## src/rtl/stp_sr_8_lsb_rx.sv

```systemverilog
// Serial receiver: samples d_in on mid-bit strobes, rebuilds LSB-first words, one-entry valid/ready buffer.
// Optional macro STP_OVERRUN_OVERWRITE_EN: on overrun the newest word replaces the buffered one.
module stp_sr_8_lsb_rx #(
  parameter int NUM_BITS  = 8,
  parameter int SHIFT_MSB = 0
) (
  input  logic                clk,
  input  logic                rst,
  input  logic                d_in,
  input  logic                strobe,
  input  logic                strobe_middle,
  input  logic                rx_enable,
  input  logic                rx_ready,
  input  logic                err_clear,
  output logic [NUM_BITS-1:0] rx_data,
  output logic                rx_valid,
  output logic                overrun_err,
  output logic                frame_err
);

  localparam int CW = $clog2(NUM_BITS);
  localparam logic [CW-1:0] LAST = CW'(NUM_BITS - 1);

  typedef enum logic [1:0] {IDLE, ALIGN, RECV} state_t;

  state_t              state;
  logic [CW-1:0]       count;
  logic [NUM_BITS-1:0] shift_reg;
  logic [NUM_BITS-1:0] shift_next;
  logic                sample;
  logic                word_done;
  logic                accept;

  // Shift direction decides whether the first received bit ends up at bit 0 or at the MSB.
  generate
    if (SHIFT_MSB != 0) begin : g_shift_left
      assign shift_next = {shift_reg[NUM_BITS-2:0], d_in};
    end else begin : g_shift_right
      assign shift_next = {d_in, shift_reg[NUM_BITS-1:1]};
    end
  endgenerate

  assign sample    = (state == RECV) && rx_enable && strobe_middle;
  assign word_done = sample && (count == LAST);
  assign accept    = !rx_valid || rx_ready;

  always_ff @(posedge clk) begin
    if (rst) begin
      state       <= IDLE;
      count       <= '0;
      shift_reg   <= '0;
      rx_data     <= '0;
      rx_valid    <= 1'b0;
      overrun_err <= 1'b0;
      frame_err   <= 1'b0;
    end else begin
      case (state)
        IDLE: begin
          if (rx_enable) state <= ALIGN;
        end
        ALIGN: begin
          if (!rx_enable)  state <= IDLE;
          else if (strobe) state <= RECV;
        end
        RECV: begin
          if (!rx_enable) begin
            state     <= IDLE;
            count     <= '0;
            shift_reg <= '0;
          end else if (strobe_middle) begin
            shift_reg <= shift_next;
            count     <= (count == LAST) ? '0 : count + CW'(1);
          end
        end
        default: state <= IDLE;
      endcase

      if (rx_valid && rx_ready) rx_valid <= 1'b0;

      // Clear is applied first so a same-cycle error event still leaves its flag set.
      if (err_clear) begin
        overrun_err <= 1'b0;
        frame_err   <= 1'b0;
      end

      if ((state == RECV) && !rx_enable && (count != '0)) frame_err <= 1'b1;

      if (word_done) begin
        if (accept) begin
          rx_data  <= shift_next;
          rx_valid <= 1'b1;
        end else begin
          overrun_err <= 1'b1;
`ifdef STP_OVERRUN_OVERWRITE_EN
          rx_data     <= shift_next;
`else
          rx_data     <= rx_data;
`endif
        end
      end
    end
  end

endmodule
```

## config.mk

```make
export PLATFORM = sky130hd
export DESIGN_NAME = stp_sr_8_lsb_rx
export DESIGN_NICKNAME = d
export VERILOG_FILES = /design/src/rtl/stp_sr_8_lsb_rx.sv
export SDC_FILE = /design/constraint.sdc
export NUM_CORES = 1
export LEC_CHECK = 0
export CORE_MARGIN = 2
export CORE_UTILIZATION = 38
export DETAILED_ROUTE_END_ITERATION = 8
export GPL_TIMING_DRIVEN = 0
export PLACE_DENSITY = 0.7
export SLEW_MARGIN = 20
export SYNTH_ARGS = -nofsm -noshare
export SYNTH_HDL_FRONTEND = slang
export SYNTH_SLANG_ARGS = --single-unit
export TNS_END_PERCENT = 20
```

## constraint.sdc

```tcl
create_clock -name clk -period 1.9 [get_ports clk]
set_clock_uncertainty 0.2 [all_clocks]
set_input_delay 0.38 -clock clk [delete_from_list [all_inputs] [get_ports clk]]
set_output_delay 0.38 -clock clk [all_outputs]
set_load 0.02 [all_outputs]
```

# Word level (Yosys, flattened, before mapping)
# Index checks and enable logic that the tools add are counted.
[word_totals]
output_inout_bits = 11
word_cells = 48
in_bits = 8
reg_bits = 24
[op_classes]
n_mux = 18
n_eq_ne = 7
reduce_logical = 15
n_addsub = 1
[op_table]
columns = ["op", "n"]
rows = [
  ["2-to-1 mux 8 bit", 2],
  ["2-to-1 mux 3 bit", 3],
  ["2-to-1 mux 1 bit", 8],
  ["2-to-1 mux 2 bit", 4],
  ["logical AND 1 bit", 6],
  ["inequality test 2 bit (second input constant)", 3],
  ["one-hot mux 2 bit (3 select lines)", 1],
  ["AND reduction 2 bit", 2],
  ["adder 3 x 1 -> 3 bit (second input constant)", 1],
  ["== test 3 bit (second input constant)", 1],
  ["inequality test 3 bit (second input constant)", 1],
  ["AND reduction 3 bit", 1],
  ["nonzero test 3 bit", 1],
  ["== test 2 x 1 -> 1 bit (second input constant)", 1],
  ["== test 2 bit (second input constant)", 1],
  ["logical NOT 1 bit", 2],
  ["logical NOT 2 bit", 1],
  ["nonzero test 2 bit", 1],
  ["logical OR 1 bit", 1],
]

# Longest topological paths before layout
# Gate-level depths: netlist of run 1.
[logic_depth]
ltp_word = 5
ltp_mapped = 5
ltp_nobuf = 4

# Worst setup path before layout of run 1
# Ideal clock, no wire load.
[synth_path]
kind = "reg2reg"
start = "reg count[0]"
end = "reg rx_data[0]"
path_buffers = 1
slack_ns = 0.515
arrival_ns = 1.066
setup_time_ns = 0.119
required_ns = 1.581
synth_period_minus_slack_ns = 1.385
path_stages_with_launch = 6
cell_sequence = "dfxtp_1 -> ha_1 -> ha_1 -> nor3b_2 -> buf_6 -> mux2i_1"
[synth_via]
elab_chain_len = 3
[synth_lines]
columns = ["element", "line", "text"]
rows = [
  ["start: declaration", "27", "logic [CW-1:0] count;"],
  ["start signal: assignment", "72", "count <= (count == LAST) ? '0 : count + CW'(1);"],
  ["== test 3 bit", "44", "assign word_done = sample && (count == LAST);"],
  ["logical AND 1 bit", "44", ""],
  ["AND reduction 2 bit (no line)", "-", ""],
  ["end signal: assignment", "90", "rx_data <= shift_next;"],
  ["end signal: assignment", "97", "rx_data <= rx_data;"],
  ["end: declaration", "15", "output logic [NUM_BITS-1:0] rx_data,"],
]
# No other way between the ends.
# A chain may end at the register's enable or synchronous reset.

# Worst setup path after layout of run 1
[layout_path]
start = "reg overrun_err"
end = "out overrun_err"
[layout_lines]
columns = ["element", "line", "text"]
rows = [
  ["start: declaration", "17", "output logic overrun_err,"],
  ["start signal: assignment", "54", "overrun_err <= 1'b0;"],
  ["start signal: assignment", "82", "overrun_err <= 1'b0;"],
  ["start signal: assignment", "93", "overrun_err <= 1'b1;"],
]
# No word-level cell between the ends.

==> flow_summary.toml, run 1 <==
[run_status]
outcome = "finished, final reports clean"

[clocking]
clock_path_buffers = 2
clk_latency_ps = 290
htreeDepth = 1
root_buffer = "clkbuf_4"
cts-buffers-inserted = 3
clkSinkCount = 23
postCtsSetupBuffers = 0
holdBufCountCts = 0
path_clk_slew_ps = 120
cts_tree = "built"

[flow_run]
drv_cap = 0

[setup_path]
path_class = "register to primary output"
crit_slowest_cell = "clkdlybuf4s50_1"
crit_arrival_ps = 1270
crit_buf_inv = 1
crit_path_start_kind = "register"
cp_max_fo = 2
max_stage_delay_ps = 610
cp_top_family = "buffers and inverters"
path_cells = "clkdlybuf4s50_1"
required_ps = 1320
endpoint_kind = "primary output"

[pwr]
vdd_drop_max_mv = 0.3733
p_int_w = 0.0005901
p_sw_w = 0.0001528
p_leak_nw = 0.4162
power_frac_seq_pct = 65.4
clockPowerShare_pct = 28.7
combPwrFrac_pct = 5.9
powerDensity_mw_per_mm2 = 602.8
swShare_pct = 20.57

[synthesis]
syn_area_per_cell_um2 = 9.214
synthesis.nets = 118
ys_seq_elements = 23
synth_top_area_share_pct = 46.70
synth_area_leaders = "dfxtp_1, nand2b_1, mux2i_1"
synth_top_area_cell = "dfxtp_1"
yosysWarnings = 0
yosysSeqAreaShare_pct = 46.70
synth.cell_area_um2 = 985.9
netlist_instances = 107
synthDistinctLibCells = 22

[placed_design]
dp_slack_ps = -48.85
place.gp.congestion = 0.7797
portBuffers = 18
hpwlAfterDp_um = 1433

[finish]
layout_commonest_cell = "dfxtp_1"
diodes = 0
final_cell_mix = "dfxtp_1, nand2b_1, clkdlybuf4s50_1, a21oi_1, nand2_1"
largest_register_ffs = 8
seqCellArea_um2 = 460.4
area_delta_synth_final_pct = 25.00
drive_above_1_share_pct = 6.977
num-nets-final = 141
multi_input_area_um2 = 475.5
nFillCells = 246

[sta]
drv_slew = 0
tns_ps = 0
fin_ws_ps = 53.81
rsz0062_at_grt = "false"
fmax_mhz = 541.7
period_minus_slack_ps = 1846
setup_violations = 0
finalHoldViolCount = 0
fin_crit_sh_pct = 97.17
max_slew_margin_pct = 77.65
tightest_slew_ps = 335.3

[grt]
grt_usage_pct = 14.00
grt_pass1_wl_um = 3070
grt-ovfl-total = 0
grt_pass1_vias = 750
antenna_found_initial = 0
grt_max_degree = 13

[detailed_routing]
drtIter0Drc = 8
drtPass1Iterations = 4
drc = 0
vias = 787
wl_per_cell_um = 11.64
drtAntennaViolNets = 0
viasPerCell = 4.950
routed_wl_um = 1850

[die]
io_pins = 19
core_area_mm2 = 0.002477
num_rows = 18
die_h_um = 54.94
start_util_pct = 39.80
die_w_um = 54.94
fp.dieArea_mm2 = 0.003018

[min_path]
hp-class = "register to register"
per-layer routing:
layer	global-route usage [%]	vias up	share of wire [%]
met2	25.60	16	50
met5	0	-	0
li1	-	407	-
met4	4.472	0	0
met3	2.688	0	4.6
met1	16.31	364	45
repair_timing:
item                                    4_1_cts  5_1_grt
gates resized for setup                       0        1
endpoints found under the hold margin         0        0
endpoints found under the setup margin        0        1
synth_stat cells:
master and count:
nor2_1 1, nand2_1 9, a211o_1 1, nand2b_1 20, nor3_1 1, and4b_1 1
o21ai_1 5, nor2b_1 2, nor3b_2 1, a211oi_1 2, a21oi_1 13, clkbuf_1 2
inv_1 3, o21ai_0 4, dfxtp_1 23, nand3b_1 1, buf_6 1, buf_2 4
ha_1 3, mux2i_1 8, nand4b_1 1, nand3_1 1
worst paths after layout:
kind,from,slack (ps),to,cells after the start
max reg2reg,count[0],350,rx_data[3],5
max,overrun_err,50,overrun_err,1
min reg2reg,shift_reg[2],280,shift_reg[1],2
min,shift_reg[2],280,shift_reg[1],2
cells by family (layout without fill, tap and decap cells):
kind of cell | count (synthesis) | after routing | synth area share, %
AOI/OAI and AO/OA | 25 | 25 | 13.58
and+or+nand+nor | 38 | 38 | 22.71
buffers and inverters | 10 | 32 | 5.076
adders and majority gates | 3 | 3 | 3.808
muxes | 8 | 8 | 8.122
DFF | 23 | 23 | 46.70
power groups by stage:
stage               registers, W   logic, W  clock network [W]
floorplan               0.000496  0.0000214                  0
global placement        0.000497  0.0000433                  0
detailed placement      0.000497  0.0000443                  0
CTS                     0.000486  0.0000444           0.000223
global route            0.000487  0.0000474           0.000244
finish                  0.000486  0.0000436           0.000213
layout make-up:
type	count	area share, %
multi-input cells	74	38.58
flip-flops and latches	23	37.36
repair buffers	18	14.82
plain buffers	7	3.147
well taps	30	3.046
clock buffers	4	2.132
inverters	3	0.9137
through the flow:
| step | hold WS (ps) | total power [W] | utilization (%) | instance area [um^2] | std cells |
|---|---|---|---|---|---|
| finish | 275.0 | 0.0007429 | 49.75 | 1232 | 159 |
| global route | 297.6 | 0.0007779 | 49.75 | 1232 | 159 |
| CTS | 277.8 | 0.0007538 | 49.65 | 1230 | 159 |
| detailed placement | 260.4 | 0.0005412 | 48.59 | 1204 | 155 |
| global placement | 256.2 | 0.0005400 | 48.59 | 1204 | 155 |
| floorplan | 241.9 | 0.0005178 | - | 985.9 | 107 |
Power figures use the tool's default switching activity.
==> run 2, diff against run 1 <==
--- a/config.mk
+++ b/config.mk
@@ -5,7 +5,7 @@
 export SDC_FILE = /design/constraint.sdc
 export NUM_CORES = 1
 export LEC_CHECK = 0
-export CORE_MARGIN = 2
+export CORE_MARGIN = 4
 export CORE_UTILIZATION = 38
 export DETAILED_ROUTE_END_ITERATION = 8
 export GPL_TIMING_DRIVEN = 0
==> flow_summary.toml, run 2 (synthesized netlist as in run 1, its figures left out) <==
[run_status]
outcome = "finished, final reports clean"

[grt]
grt-ovfl-total = 0
grt_max_degree = 14
antenna_found_initial = 0
grt_usage_pct = 12.05
grt_pass1_wl_um = 3208
grt_pass1_vias = 761

[flow_run]
drv_cap = 0

[detailed_routing]
drtIter0Drc = 8
viasPerCell = 4.849
wl_per_cell_um = 12.14
vias = 771
drtAntennaViolNets = 0
drtPass1Iterations = 2
routed_wl_um = 1930
drc = 0

[clocking]
cts_tree = "built"
clk_latency_ps = 310
root_buffer = "clkbuf_4"
clkSinkCount = 23
clock_path_buffers = 2
postCtsSetupBuffers = 0
htreeDepth = 1
cts-buffers-inserted = 3
path_clk_slew_ps = 130

[sta]
finalHoldViolCount = 0
drv_slew = 0
rsz0062_at_grt = "false"
fmax_mhz = 538.6
fin_crit_sh_pct = 97.72
setup_violations = 0
tightest_slew_ps = 317.6
tns_ps = 0
max_slew_margin_pct = 78.83
period_minus_slack_ps = 1857

[finish]
largest_register_ffs = 8
final_cell_mix = "dfxtp_1, nand2b_1, clkdlybuf4s50_1, a21oi_1, nand2_1"
diodes = 0
final_util_pct = 49.90
layout_commonest_cell = "dfxtp_1"
nFillCells = 255
num-nets-final = 141
drive_above_1_share_pct = 7.752
area_delta_synth_final_pct = 25.38
finalNonFillerCells = 159

[placed_design]
portBuffers = 18
hpwlAfterDp_um = 1481
place.gp.congestion = 0.7191
placed_cells_incl_taps = 155

[setup_path]
crit_buf_inv = 1
path_class = "register to primary output"
crit_slowest_cell = "clkdlybuf4s50_1"
endpoint_kind = "primary output"
crit_arrival_ps = 1280
r2r_setup_slack_ps = 340
max_stage_delay_ps = 600
required_ps = 1320
path_cells = "clkdlybuf4s50_1"
cp_top_family = "buffers and inverters"
crit_path_start_kind = "register"
cp_max_fo = 2

[die]
io_pins = 19
start_util_pct = 39.80
die_w_um = 58.94
die_h_um = 58.94
fp.dieArea_mm2 = 0.003473
core_area_mm2 = 0.002477
num_rows = 18

[min_path]
hp-class = "register to register"

[pwr]
powerDensity_mw_per_mm2 = 611.0
p_leak_nw = 0.4377
vdd_drop_max_mv = 0.6656
[run 2: cell count changes in the layout (fill, tap and decap cells not counted)]
cell / delta
clkbuf_1: -1
clkdlybuf4s50_1: -1
clkinv_2: +1
dlymetal6s2s_1: +1
[run 2: worst paths after layout]
| check | endpoint | start | cells past startpoint |
|---|---|---|---|
| setup / recovery | rx_data[1] | rx_data[1] | 1 |
| hold / removal | shift_reg[1] | shift_reg[2] | 2 |
| setup reg to reg | rx_data[6] | count[1] | 5 |
| hold reg to reg | shift_reg[1] | shift_reg[2] | 2 |
[run 2: per-layer routing]
metal | share of wire (%) | vias up | global-route usage [%]
li1 | - | 401 | -
met1 | 45 | 349 | 13.84
met2 | 49 | 19 | 21.77
met3 | 6.1 | 2 | 4.167
met4 | 0.52 | 0 | 1.942
met5 | 0 | - | 0
[run 2: cell type report]
| type | instances | area (um^2) | area share [%] |
|---|---|---|---|
| multi-input combinational | 74 | 475.5 | 38.46 |
| clock inverter | 1 | 5.005 | 0.4049 |
| sequential | 23 | 460.4 | 37.25 |
| tap | 30 | 37.54 | 3.036 |
| timing repair buffer | 18 | 185.2 | 14.98 |
| clock buffer | 3 | 22.52 | 1.822 |
| inverter | 3 | 11.26 | 0.9109 |
| buffer | 7 | 38.79 | 3.138 |
[run 2: stage by stage]
| step | hold WS (ps) | power [W] | area, um^2 | setup slack [ps] |
|---|---|---|---|---|
| CTS | 276.0 | 0.0007666 | 1231 | 26.64 |
| global placement | 257.4 | 0.0005399 | 1204 | -30.29 |
| detailed placement | 261.6 | 0.0005407 | 1204 | -76.05 |
| finish | 270.8 | 0.0007554 | 1236 | 43.39 |
| global route | 290.6 | 0.0007851 | 1236 | 1.857 |
| floorplan | 241.9 | 0.0005178 | 985.9 | 515.4 |
[run 2: power breakdown]
group / total (W) / switching [W] / internal, W / leakage (nW)
Clock: 0.000226 / 0.000147 / 0.0000786 / 0.0177
Sequential: 0.000486 / 0.00000203 / 0.000484 / 0.185
Combinational: 0.0000432 / 0.0000187 / 0.0000245 / 0.235
Total: 0.000755 / 0.000168 / 0.000587 / 0.438
[run 2: timing repair]
item                       4_1_cts  5_1_grt
setup endpoints to repair        0        2
resized for setup                0        2
hold endpoints to repair         0        0
hold buffers                     0        0
==> run 3, diff against run 2 <==
--- a/config.mk
+++ b/config.mk
@@ -10,6 +10,7 @@
 export DETAILED_ROUTE_END_ITERATION = 8
 export GPL_TIMING_DRIVEN = 0
 export PLACE_DENSITY = 0.7
+export SETUP_SLACK_MARGIN = 0.15
 export SLEW_MARGIN = 20
 export SYNTH_ARGS = -nofsm -noshare
 export SYNTH_HDL_FRONTEND = slang
==> flow_summary.toml, run 3 (synthesized netlist as in run 1, its figures left out) <==
[clocking]
path_clk_slew_ps = 130
htreeDepth = 1
cts-buffers-inserted = 3
holdBufCountCts = 0
clkSinkCount = 23
clock_path_buffers = 2
clk_latency_ps = 310
cts_tree = "built"
root_buffer = "clkbuf_4"

[die]
num_rows = 18
core_area_mm2 = 0.002477
start_util_pct = 39.80
fp.dieArea_mm2 = 0.003473
die_h_um = 58.94
die_w_um = 58.94
io_pins = 19

[sta]
max_slew_margin_pct = 78.83
drv_slew = 0
period_minus_slack_ps = 1847
fmax_mhz = 541.6
tightest_slew_ps = 317.6
fin_crit_sh_pct = 97.19
whs_ps = 270.8
rsz0062_at_grt = "true"
fin_ws_ps = 53.46
tns_ps = 0
finalHoldViolCount = 0
setup_violations = 0

[grt]
antenna_found_initial = 0
grt_pass1_wl_um = 3208
grt-ovfl-total = 0
grt_max_degree = 14
grt_usage_pct = 12.05
grt_pass1_vias = 761

[setup_path]
crit_slowest_cell = "clkdlybuf4s50_1"
crit_arrival_ps = 1270
crit_buf_inv = 1
r2r_setup_slack_ps = 340
crit_path_start_kind = "register"
path_cells = "clkdlybuf4s50_1"
cp_max_fo = 2
required_ps = 1320
path_class = "register to primary output"
endpoint_kind = "primary output"
max_stage_delay_ps = 600
cp_top_family = "buffers and inverters"

[detailed_routing]
drtAntennaViolNets = 0
routed_wl_um = 1927
wl_per_cell_um = 12.12
viasPerCell = 4.849
drtPass1Iterations = 2
drtIter0Drc = 8
vias = 771
drc = 0

[finish]
drive_above_1_share_pct = 7.752
area_delta_synth_final_pct = 24.87
final_cell_mix = "dfxtp_1, nand2b_1, clkdlybuf4s50_1, a21oi_1, nand2_1"
largest_register_ffs = 8
num-nets-final = 141
layout_commonest_cell = "dfxtp_1"
diodes = 0
nFillCells = 258
finalNonFillerCells = 159

[pwr]
vdd_drop_max_mv = 0.6656
powerDensity_mw_per_mm2 = 613.5
p_leak_nw = 0.4287

[flow_run]
drv_cap = 0

[placed_design]
hpwlAfterDp_um = 1481
portBuffers = 18
placed_cells_incl_taps = 155
place.gp.congestion = 0.7191
dp_slack_ps = -76.05

[min_path]
hp-class = "register to register"

[run_status]
outcome = "finished, final reports clean"
-- run 3: stage by stage --
step / power (W) / util [%] / instance area [um^2]
finish: 0.0007554 / 49.70 / 1231
global route: 0.0007851 / 49.70 / 1231
CTS: 0.0007666 / 49.60 / 1229
detailed placement: 0.0005407 / 48.59 / 1204
global placement: 0.0005399 / 48.59 / 1204
floorplan: 0.0005178 / - / 985.9
-- run 3: cell type report --
class | instances | area (um^2) | area share, %
clock inverter | 1 | 5.005 | 0.4065
inverter | 3 | 11.26 | 0.9146
multi-input combinational | 74 | 475.5 | 38.62
buffer | 7 | 38.79 | 3.150
timing repair buffer | 18 | 180.2 | 14.63
clock buffer | 3 | 22.52 | 1.829
tap | 30 | 37.54 | 3.049
sequential | 23 | 460.4 | 37.40
-- run 3: path summary, 6_finish.rpt --
kind	from	cells past startpoint	endpoint
max	rx_data[0]	1	rx_data[0]
min	shift_reg[2]	2	shift_reg[1]
max reg2reg	count[1]	5	rx_data[6]
min reg2reg	shift_reg[2]	2	shift_reg[1]
-- run 3: what timing repair did --
| item | 4_1_cts | 5_1_grt |
|---|---|---|
| endpoints found under the setup margin | 11 | 9 |
| hold endpoints to repair | 0 | 0 |
| gates resized for setup | 2 | 1 |
| pin swaps | 0 | 0 |
| buffers inserted | 0 | 0 |
-- run 3: routing by layer --
metal	vias up	global-route usage [%]	part of all wire, %
met5	-	0	0
met4	0	1.942	0.52
met3	2	4.167	6.0
met2	19	21.77	49
met1	349	13.84	45
li1	401	-	-
-- run 3: power breakdown --
group           total, W  internal, W  leakage, nW  switching [W]
logic          0.0000432    0.0000245        0.226      0.0000187
registers       0.000486     0.000484        0.185     0.00000203
clock network   0.000226    0.0000786       0.0177       0.000147
